File: src/rtl/alu_pkg.sv
// Shared ALU definitions: divider FSM states and the ALU saturation constants.
package alu_pkg;

    localparam int DIV_W = 16;

    localparam logic [DIV_W-1:0] SAT_POS = 16'h7FFF;
    localparam logic [DIV_W-1:0] SAT_NEG = 16'h8000;

    typedef enum logic [2:0] {
        IDLE = 3'd0,
        PREP = 3'd1,
        ITER = 3'd2,
        FIX  = 3'd3,
        DONE = 3'd4
    } div_state_t;

endpackage

File: src/rtl/div_step.sv
// One restoring-division step: shift {rem,quo} left, trial-subtract |divisor|,
// keep the difference and set the new quotient bit when it is non-negative.
module div_step
    import alu_pkg::*;
#(
    parameter int WIDTH = DIV_W
) (
    input  logic [WIDTH:0]   rem,
    input  logic [WIDTH-1:0] quo,
    input  logic [WIDTH:0]   dmag,
    output logic [WIDTH:0]   rem_nxt,
    output logic [WIDTH-1:0] quo_nxt
);

    logic [WIDTH+1:0] shifted;
    logic [WIDTH+1:0] diff;

    // Shift, trial-subtract, restore on borrow.
    always_comb begin
        shifted = {rem, quo[WIDTH-1]};
        diff    = shifted - {1'b0, dmag};
        if (!diff[WIDTH+1]) begin
            rem_nxt = diff[WIDTH:0];
            quo_nxt = {quo[WIDTH-2:0], 1'b1};
        end else begin
            rem_nxt = shifted[WIDTH:0];
            quo_nxt = {quo[WIDTH-2:0], 1'b0};
        end
    end

endmodule

File: src/rtl/div_seq_16bit.sv
// Multi-cycle signed saturating divider (restoring, one quotient bit per cycle).
// Optional build macro DIV_EARLY_OUT_EN: divisor==1 and dividend==0 finish
// straight from PREP instead of running the full iteration.
module div_seq_16bit
    import alu_pkg::*;
#(
    parameter int WIDTH = DIV_W
) (
    input  logic             clk,
    input  logic             rst_n,
    input  logic             start,
    input  logic [WIDTH-1:0] dividend,
    input  logic [WIDTH-1:0] divisor,
    output logic             busy,
    output logic             done,
    output logic [WIDTH-1:0] quotient,
    output logic [WIDTH-1:0] remainder,
    output logic             div_zero,
    output logic             overflow
);

    localparam int CNT_W = $clog2(WIDTH) + 1;
    localparam logic [CNT_W-1:0] LAST_ITER = CNT_W'(WIDTH - 1);

    // Saturated quotient for a clamped result of the given sign.
    function automatic logic [WIDTH-1:0] sat_quot(input logic neg);
        return neg ? WIDTH'(SAT_NEG) : WIDTH'(SAT_POS);
    endfunction

    // Magnitude of a two's-complement value; MIN maps to 2^(WIDTH-1) unsigned.
    function automatic logic [WIDTH-1:0] mag(input logic signed [WIDTH-1:0] v);
        return v[WIDTH-1] ? WIDTH'(-v) : WIDTH'(v);
    endfunction

    // Re-apply a sign to an unsigned magnitude.
    function automatic logic [WIDTH-1:0] apply_sign(input logic neg, input logic [WIDTH-1:0] m);
        return neg ? WIDTH'(-m) : m;
    endfunction

    div_state_t state, state_nxt;

    logic signed [WIDTH-1:0] a_r;
    logic signed [WIDTH-1:0] b_r;
    logic                    neg_q;
    logic                    neg_r;
    logic [WIDTH:0]          rem_r;
    logic [WIDTH-1:0]        quo_r;
    logic [WIDTH:0]          dmag_r;
    logic [CNT_W-1:0]        cnt;

    logic [WIDTH:0]          rem_nxt;
    logic [WIDTH-1:0]        quo_nxt;

    logic                    is_dz;
    logic                    is_ovf;
    logic                    early;
    logic                    accept;

    assign accept = start && ((state == IDLE) || (state == DONE));
    assign is_dz  = (b_r == '0);
    assign is_ovf = (a_r == WIDTH'(SAT_NEG)) && (b_r == '1);

`ifdef DIV_EARLY_OUT_EN
    assign early = (a_r == '0) || (b_r == WIDTH'(1));
`else
    assign early = 1'b0;
`endif

    assign busy = (state == PREP) || (state == ITER) || (state == FIX);
    assign done = (state == DONE);

    div_step #(.WIDTH(WIDTH)) u_step (
        .rem     (rem_r),
        .quo     (quo_r),
        .dmag    (dmag_r),
        .rem_nxt (rem_nxt),
        .quo_nxt (quo_nxt)
    );

    // Next-state logic.
    always_comb begin
        state_nxt = state;
        case (state)
            IDLE: if (start) state_nxt = PREP;
            PREP: state_nxt = (is_dz || is_ovf || early) ? DONE : ITER;
            ITER: if (cnt == LAST_ITER) state_nxt = FIX;
            FIX:  state_nxt = DONE;
            DONE: state_nxt = start ? PREP : IDLE;
            default: state_nxt = IDLE;
        endcase
    end

    // State register and result/flag registers; results change only on entry to DONE.
    always_ff @(posedge clk) begin
        if (!rst_n) begin
            state     <= IDLE;
            quotient  <= '0;
            remainder <= '0;
            div_zero  <= 1'b0;
            overflow  <= 1'b0;
        end else begin
            state <= state_nxt;
            if (state == PREP) begin
                if (is_dz) begin
                    quotient  <= sat_quot(a_r[WIDTH-1]);
                    remainder <= a_r;
                    div_zero  <= 1'b1;
                    overflow  <= 1'b0;
                end else if (is_ovf) begin
                    quotient  <= sat_quot(1'b0);
                    remainder <= '0;
                    div_zero  <= 1'b0;
                    overflow  <= 1'b1;
                end else begin
                    // Both early-out cases (x/1 and 0/x) have q = dividend, r = 0.
                    if (early) begin
                        quotient  <= a_r;
                        remainder <= '0;
                    end
                    div_zero <= 1'b0;
                    overflow <= 1'b0;
                end
            end else if (state == FIX) begin
                quotient  <= apply_sign(neg_q, quo_r);
                remainder <= apply_sign(neg_r, rem_r[WIDTH-1:0]);
            end
        end
    end

    // Operand capture, magnitude setup and iteration datapath (no reset needed).
    always_ff @(posedge clk) begin
        if (accept) begin
            a_r <= dividend;
            b_r <= divisor;
        end
        case (state)
            PREP: begin
                neg_q  <= a_r[WIDTH-1] ^ b_r[WIDTH-1];
                neg_r  <= a_r[WIDTH-1];
                rem_r  <= '0;
                quo_r  <= mag(a_r);
                dmag_r <= {1'b0, mag(b_r)};
                cnt    <= '0;
            end
            ITER: begin
                rem_r <= rem_nxt;
                quo_r <= quo_nxt;
                cnt   <= cnt + 1'b1;
            end
            default: ;
        endcase
    end

endmodule
File: config.mk
export PLATFORM = sky130hd
export DESIGN_NAME = div_seq_16bit
export DESIGN_NICKNAME = d
export VERILOG_FILES = /design/src/rtl/alu_pkg.sv /design/src/rtl/div_step.sv /design/src/rtl/div_seq_16bit.sv
export SDC_FILE = /design/constraint.sdc
export NUM_CORES = 1
export LEC_CHECK = 0
export CORE_MARGIN = 2
export CORE_UTILIZATION = 59
export CTS_BUF_LIST = sky130_fd_sc_hd__clkbuf_8
export CTS_CLUSTER_DIAMETER = 30
export CTS_CLUSTER_SIZE = 8
export DETAILED_ROUTE_END_ITERATION = 16
export PLACE_DENSITY = 0.9
export SETUP_SLACK_MARGIN = 0.2
export SLEW_MARGIN = 30
export SYNTH_ARGS = -nofsm -noshare
export SYNTH_HDL_FRONTEND = slang
export SYNTH_SLANG_ARGS = --single-unit
File: constraint.sdc
create_clock -name clk -period 3.85 [get_ports clk]
set_input_delay 0.385 -clock clk [delete_from_list [all_inputs] [get_ports clk]]
set_output_delay 0.385 -clock clk [all_outputs]
set_load 0.02 [all_outputs]
**Word-level counts from Yosys, hierarchy flattened**

Cells that the tools add are included.

- Eq/ne operators: 10
- $add $sub $neg: 6
- Bitwise operators: 1
- Mux-type cells: 26
- Reduce and logical (&&, ||, !) cells: 12

Operators by type and width:

| cell | number |
|---|---|
| $mux W16 | 12 |
| $neg A16 Y16 | 4 |
| $pmux W17 S2 | 1 |
| $eq A16 B16 Y1 const B | 2 |
| $pmux W16 S2 | 1 |
| $sub A18 B16 Y18 | 1 |
| $mux W17 | 1 |
| $logic_not A16 Y1 | 1 |
| $mux W15 | 1 |
| $pmux W3 S5 | 1 |
| $pmux W5 S2 | 1 |
| $mux W3 | 3 |
| $eq A3 B2 Y1 const B | 2 |
| $add A5 B1 Y5 const B | 1 |
| $eq A5 B4 Y1 const B | 1 |
| $mux W1 | 5 |
| $logic_or A1 B1 Y1 | 4 |
| $reduce_and A2 Y1 | 2 |
| $reduce_bool A2 Y1 | 2 |
| $eq A3 B1 Y1 const B | 1 |
| $eq A3 B3 Y1 const B | 1 |
| $logic_not A3 Y1 | 1 |
| $ne A3 B3 Y1 const B | 1 |
| $logic_and A1 B1 Y1 | 2 |
| 3 further kinds | 3 |

- Flip-flop bits (word level): 125
- Logic and storage cells: 69
- Output and inout port bits: 36
- Bits of input ports: 35

**Longest topological paths before layout**

Gate-level depths: netlist (run 1).

- Depth in word-level cells: 5
- Depth in mapped cells: 10
- Mapped depth without buffers: 10

**Hierarchy**

From an unflattened synthesis (run 1), not the netlist that was laid out.

- Cells, all modules: 701
- Area total of the unflattened synthesis: 7214.4 um2

By module, submodules not included:

| module | area each (um2) | instances | cells an instance | seq. area each (um2) |
|---|---|---|---|---|
| div_seq_16bit | 5809.3 | 1 | 509 | 3383.2 |
| div_step | 1405.1 | 1 | 192 | 0.0 |

**Worst setup path before layout (run 1)**

No wires, ideal clock.

- Path kind: reg2reg
- From: register rem_r[7]
- To: register rem_r[12] (data pin)
- Clock period less this slack: 2.863 ns
- Required time: 3.584 ns
- Data arrival time: 2.597 ns
- Cell stages (with the launch flop): 10
- Setup slack: 0.987 ns
- Setup time: 0.266 ns
- Path buffers: 1
- Path through: edfxtp_1 -> ha_1 -> a21oi_1 -> o21ai_0 -> and3_1 -> o311a_1 -> a211oi_4 -> buf_6 -> mux2i_1 -> nor2_1

- Longest elaborated chain between the ends: 3

Ends and longest elaborated chain:

| item | RTL line | text |
|---|---|---|
| start, declared | div_seq_16bit.sv:46 | `logic [WIDTH:0] rem_r;` |
| start signal, assigned | div_seq_16bit.sv:146 | `rem_r <= rem_nxt;` |
| $sub A18 B16 Y18 | div_step.sv:21 | `diff = shifted - {1'b0, dmag};` |
| $mux W17 | div_step.sv:22 | `if (!diff[WIDTH+1]) begin` |
| $pmux W17 S2 | div_seq_16bit.sv:136 | `case (state)` |

No other way between the ends.
A chain may end at the register's enable or synchronous reset.

**Worst setup path in the final report (run 1)**

- From: register b_r[9]
- To: register remainder[7]

- Longest elaborated chain between the ends: 4
- Elaborated cells on any way between the ends: 7
- Classes of those cells: 2 x eq/ne; 2 x mux; 3 x reduce/logical

Ends and longest elaborated chain:

| item | RTL line | text |
|---|---|---|
| start, declared | div_seq_16bit.sv:43 | `logic signed [WIDTH-1:0] b_r;` |
| start signal, assigned | div_seq_16bit.sv:134 | `b_r <= divisor;` |
| $eq A16 B16 Y1 | div_seq_16bit.sv:61 | `assign is_ovf = (a_r == WIDTH'(SAT_NEG)) && (b_r == '1);` |
| $logic_and A1 B1 Y1 | div_seq_16bit.sv:61 |  |
| $ne A3 B3 Y1 (no line) | -- |  |
| $reduce_and A2 Y1 (no line) | -- |  |
| end signal, assigned | div_seq_16bit.sv:106 | `remainder <= a_r;` |
| end signal, assigned | div_seq_16bit.sv:125 | `remainder <= apply_sign(neg_r, rem_r[WIDTH-1:0]);` |
| end, declared | div_seq_16bit.sv:17 | `output logic [WIDTH-1:0] remainder,` |

Parallel ways exist; a longest one is shown, timed or not.

==> results.toml, run 1 <==
[worst_hold_path]
hold_depth = 1
min_to = "a_r[7]"
hp-class = "in2reg"
hold_path_startpoint = "dividend[7]"

[synth]
synth_top_cell_by_area = "edfxtp_1"
ys_seq_area_share_pct = 49.3
synthArstFlopShare_pct = 0
synth.distinct_cells = 57
synth-edff-count = 88
synth-adder-area-share_pct = 4.48
synthCells = 663
synthFlopType = "edfxtp_1"
muxShareOfSynthArea_pct = 2.33
synth_simple_gate_area_share_pct = 14.0
yosysWarnings = 0
syn_avg_cell_area_um2 = 10.4
ys_ff_latch = 125
synth.most_common_cell = "edfxtp_1"
synth_compound_area_share_pct = 17.1
synth_top_family_by_area = "compound AO/OA/AOI/OAI gates"
synth-xor-area-share_pct = 9.06
syn_nets = 722
syn_area_um2 = 6870
synth_area_leaders = "edfxtp_1 38%, dfxtp_1 11%, xnor2_1 6.5%"
synthTopCellsByCount = "88 x edfxtp_1, 59 x nand2_1, 55 x o21ai_0, 51 x xnor2_1, 46 x nor2_1"
synth_top_area_share_pct = 38.5

[routing]
drtIter0Drc = 565
drt-total-wl_mm = 16.6
first_pass_iters = 5
drc_errors = 0
vias_per_cell = 6.17
avgRoutedWirePerCell_um = 18.7
final_antenna_net_count = 0
vias = 5478

[worst_setup_path]
slowest_stage = "o31a_2"
regToRegSetupSlack_ns = 0.41
cp_max_fo = 36
max_stage_delay_ns = 0.69
worstPathRequired_ns = 4.19
arrival_ns = 3.78
crit_chain = "or4_4, or3_4, nor4_1, o31a_2, buf_4, nand2_1, o211a_1"
critical_path_buf_inv_count = 1
path_class = "reg2reg"
reg2reg_from = "b_r[9]"
end_kind = "flop"
start_kind = "flop"
reg2regPathDepth = 7
crit_family = "simple AND/OR/NAND/NOR gates"
r2r-end = "remainder[7]"

[power]
ir_worst_vdd_uv = 296
leakage_nw = 3.15
power.density_nw_per_um2 = 431

[final_layout]
nNetsFinal = 791
area_growth_pct = 17.6
layout-drive-gt1-share_pct = 7.92
antenna_cells = 0

[status]
outcome = "finished clean"

[sta]
hold_viol_final = 0
hold_ws_ns = 0.483
max_freq_mhz = 291
finClkSkew_ns = 0.0115
rsz0062_at_grt = "no"
finalMaxSlewViolations = 0
period_share_pct = 89.3
timing.final.ws_setup_ns = 0.412
slew_headroom_pct = 41.0
finalCriticalPeriod_ns = 3.44
setup_viol = 0
tns_ns = 0
worst_pin_slew_ns = 0.877

[global_routing]
grt_usage_pct = 27.5
grt_max_degree = 39
grt.overflow.total = 0
antenna_found_initial = 0
grt_first_pass_wirelength_mm = 27.2
grt_pass1_vias = 5396

[cts]
clock_path_buffers = 2
clk_pin_slew_ns = 0.07
htreeDepth = 4
clock_latency_ns = 0.45
post_cts_buffers = 0
cts_buffers = 17
cts.hold.buffers_added = 0
postCtsResizedCells = 0
cts-root-buf = "clkbuf_8"
clkSinkCount = 125
cts_tree = "yes"

[floorplan]
die_h_um = 112
die_w_um = 112
die_area_um2 = 12500
ios = 71
rows = 39
start_util_pct = 60.4
core-area_um2 = 11400

[place]
port_buffers = 70
hpwl_mm = 11.8
place_congestion = 0.942
dp_worst_setup_slack_ns = 0.508

[job]
cap_violations = 0
## sequential cells by signal (all words and copies together) (netlist names), 3 cells and up
signal / cells
rem_r: 17
a_r: 16
b_r: 16
dmag_r: 16
quo_r: 16
quotient: 16
remainder: 16
cnt: 5
state: 3
## through the flow
| stage | cells | util [%] | instance area (um^2) | total power (W) |
|---|---|---|---|---|
| floorplan | 663 | - | 6870 | 0.00212 |
| detailed placement | 856 | 67.5 | 7670 | 0.00232 |
| CTS | 888 | 71.0 | 8070 | 0.00348 |
| global placement | 856 | 67.5 | 7680 | 0.00229 |
| global route | 888 | 71.0 | 8080 | 0.00362 |
| finish | 888 | 71.0 | 8080 | 0.00348 |
## cells by family after synthesis
logic type | after synthesis
xor+xnor | 71
fa+ha+maj | 24
simple gates | 189
buf+inv | 61
compound gates | 177
mux | 16
flops | 125
## report_power, final
part | total (W) | internal [W] | switching, W
logic | 0.000640 | 0.000284 | 0.000357
clock network | 0.00117 | 0.000646 | 0.000527
registers | 0.00167 | 0.00156 | 0.000106
total | 0.00348 | 0.00249 | 0.000990
## placed cells by master, fill, tap and decap left out, types with 5 or more instances in the layout
master / n
and2_1: 5
clkinv_2: 5
xnor2_1: 51
o21ai_0: 55
nand3_1: 13
ha_1: 23
xor2_1: 20
a21oi_1: 36
clkdlybuf4s50_1: 69
nand2_1: 59
nand2b_1: 9
buf_4: 9
a21o_1: 7
o41ai_1: 7
clkbuf_8: 18
or2_2: 7
edfxtp_1: 88
nor2_1: 46
inv_1: 34
dfxtp_1: 37
mux2i_1: 16
o211ai_1: 6
or3_1: 7
a22oi_1: 14
o211a_1: 13
nor2b_1: 7
nor3_1: 7
o31ai_1: 20
## worst max-delay path by stage
stage / cells past startpoint / slack [ns] / from / end
global placement: 8 / 0.70 / a_r[3] / remainder[5]
CTS: 7 / 0.50 / b_r[9] / remainder[7]
detailed placement: 7 / 0.51 / b_r[9] / remainder[6]
global route: 7 / 0.29 / b_r[9] / remainder[7]
finish: 7 / 0.41 / b_r[9] / remainder[7]
floorplan: 9 / 0.99 / rem_r[7] / rem_r[12]
## layer usage
layer | wire length, um | vias up | GRT usage, % | share of wire (%)
met5 | 0 | - | 0 | 0
met4 | 435 | 0 | 11.2 | 2.6
met3 | 1340 | 39 | 5.99 | 8.0
met2 | 8040 | 278 | 45.6 | 48
met1 | 6820 | 2595 | 35.3 | 41
li1 | - | 2566 | - | -
## cell type report
class                   instances  area (um^2)
multi-input cells             477         3230
flip-flops and latches        125         3380
well taps                     143          179
fillers                       824         3290
clock inverters                14          151
clock buffers                  18          248
inverters                      32          120
repair buffers                 79          763
No activity file was read; power rests on OpenSTA's default activity.
==> run 2: changes to the inputs <==
--- a/config.mk
+++ b/config.mk
@@ -5,6 +5,7 @@
 export SDC_FILE = /design/constraint.sdc
 export NUM_CORES = 1
 export LEC_CHECK = 0
+export CORE_ASPECT_RATIO = 0.75
 export CORE_MARGIN = 2
 export CORE_UTILIZATION = 59
 export CTS_BUF_LIST = sky130_fd_sc_hd__clkbuf_8
==> results.toml, run 2 (synthesis results as in run 1) <==
[floorplan]
die_h_um = 97.4
start_util_pct = 59.8
die_area_um2 = 12500
core-area_um2 = 11500
ios = 71
die_w_um = 129
rows = 34

[global_routing]
grt_max_degree = 38
grt.overflow.total = 0
antenna_found_initial = 0
grt_first_pass_wirelength_mm = 27.2
grt_pass1_vias = 5375
grt_usage_pct = 28.1

[routing]
drtIter0Drc = 603
vias_per_cell = 6.15
drc_errors = 0
final_antenna_net_count = 0
drt-total-wl_mm = 16.9
avgRoutedWirePerCell_um = 19.0
first_pass_iters = 6
vias = 5464

[cts]
postCtsResizedCells = 0
htreeDepth = 4
cts_buffers = 17
cts-root-buf = "clkbuf_8"
clock_path_buffers = 2
clk_pin_slew_ns = 0.08
clkSinkCount = 125
cts.hold.buffers_added = 0
cts_tree = "yes"
clock_latency_ns = 0.45
post_cts_buffers = 0

[place]
dp_worst_setup_slack_ns = 0.796
hpwl_mm = 12.2
port_buffers = 70
place_congestion = 0.950

[final_layout]
nNetsFinal = 791
largest_register_ffs = 17
area_growth_pct = 17.4
layout_common_cells = "88 x edfxtp_1, 69 x clkdlybuf4s50_1, 59 x nand2_1, 55 x o21ai_0, 51 x xnor2_1"
layout-drive-gt1-share_pct = 8.32
antenna_cells = 0
final_common_cell = "edfxtp_1"
top_register = "rem_r"
final_util_pct = 70.2

[worst_setup_path]
start_kind = "flop"
crit_family = "simple AND/OR/NAND/NOR gates"
path_class = "reg2reg"
critical_path_buf_inv_count = 1
end_kind = "flop"
crit_start = "a_r[3]"
worstPathRequired_ns = 4.18
slowest_stage = "or4_4"
crit_chain = "or4_4, nor3_4, nand3_1, nor4_2, o31a_2, buf_4, nand2_1, o211a_1"
reg2reg_from = "a_r[3]"
cp_max_fo = 32
arrival_ns = 3.48
max_stage_delay_ns = 0.61

[sta]
period_share_pct = 81.8
hold_viol_final = 0
slew_headroom_pct = 39.8
finalMaxSlewViolations = 0
hold_ws_ns = 0.471
tns_ns = 0
rsz0062_at_grt = "no"
worst_pin_slew_ns = 0.903
max_freq_mhz = 317
setup_viol = 0
finalCriticalPeriod_ns = 3.15
timing.final.ws_setup_ns = 0.700
finClkSkew_ns = 0.0108

[power]
leakage_nw = 3.14
ir_worst_vdd_uv = 452
total_power_w = 0.00343
power.density_nw_per_um2 = 425

[job]
cap_violations = 0

[worst_hold_path]
hold_path_startpoint = "overflow"
hp-class = "reg2reg"

[status]
outcome = "finished clean"
[run 2: layout make-up]
cell class | count | area [um^2]
clock inverters | 14 | 134
clock buffers | 18 | 248
multi-input cells | 477 | 3230
repair buffers | 79 | 763
inverters | 32 | 120
flip-flops and latches | 125 | 3380
fillers | 833 | 3430
well taps | 144 | 180
[run 2: metal layers]
layer  part of all wire, %  vias up  global-route usage (%)
met1                    43     2601                    39.5
met5                     0        -                       0
met4                   1.4        0                    8.11
met3                   9.7       23                    7.54
li1                      -     2559                       -
met2                    46      281                    43.3
[run 2: worst register-to-register path, cell delays in order, from the launching register on]
cell      delay (ns)
edfxtp_1        0.50
or4_4           0.61
nor3_4          0.21
nand3_1         0.13
nor4_2          0.43
o31a_2          0.59
buf_4           0.34
nand2_1         0.09
o211a_1         0.14
[run 2: path summary, 6_finish.rpt]
path                                     end  cells after the start  slack [ns]
worst max-delay path            remainder[8]                      8        0.70
worst max register to register  remainder[8]                      8        0.70
worst min-delay path                overflow                      2        0.47
worst min register to register      overflow                      2        0.47
[run 2: metrics by stage]
step	cell area (um^2)	cells
CTS	8060	889
global placement	7680	857
floorplan	6870	663
global route	8060	889
finish	8060	889
detailed placement	7670	857
[run 2: power by group]
group | internal, W | leakage (nW) | switching (W) | total, W
logic | 0.000282 | 1.81 | 0.000356 | 0.000638
registers | 0.00156 | 1.14 | 0.000113 | 0.00167
clock network | 0.000540 | 0.196 | 0.000577 | 0.00112
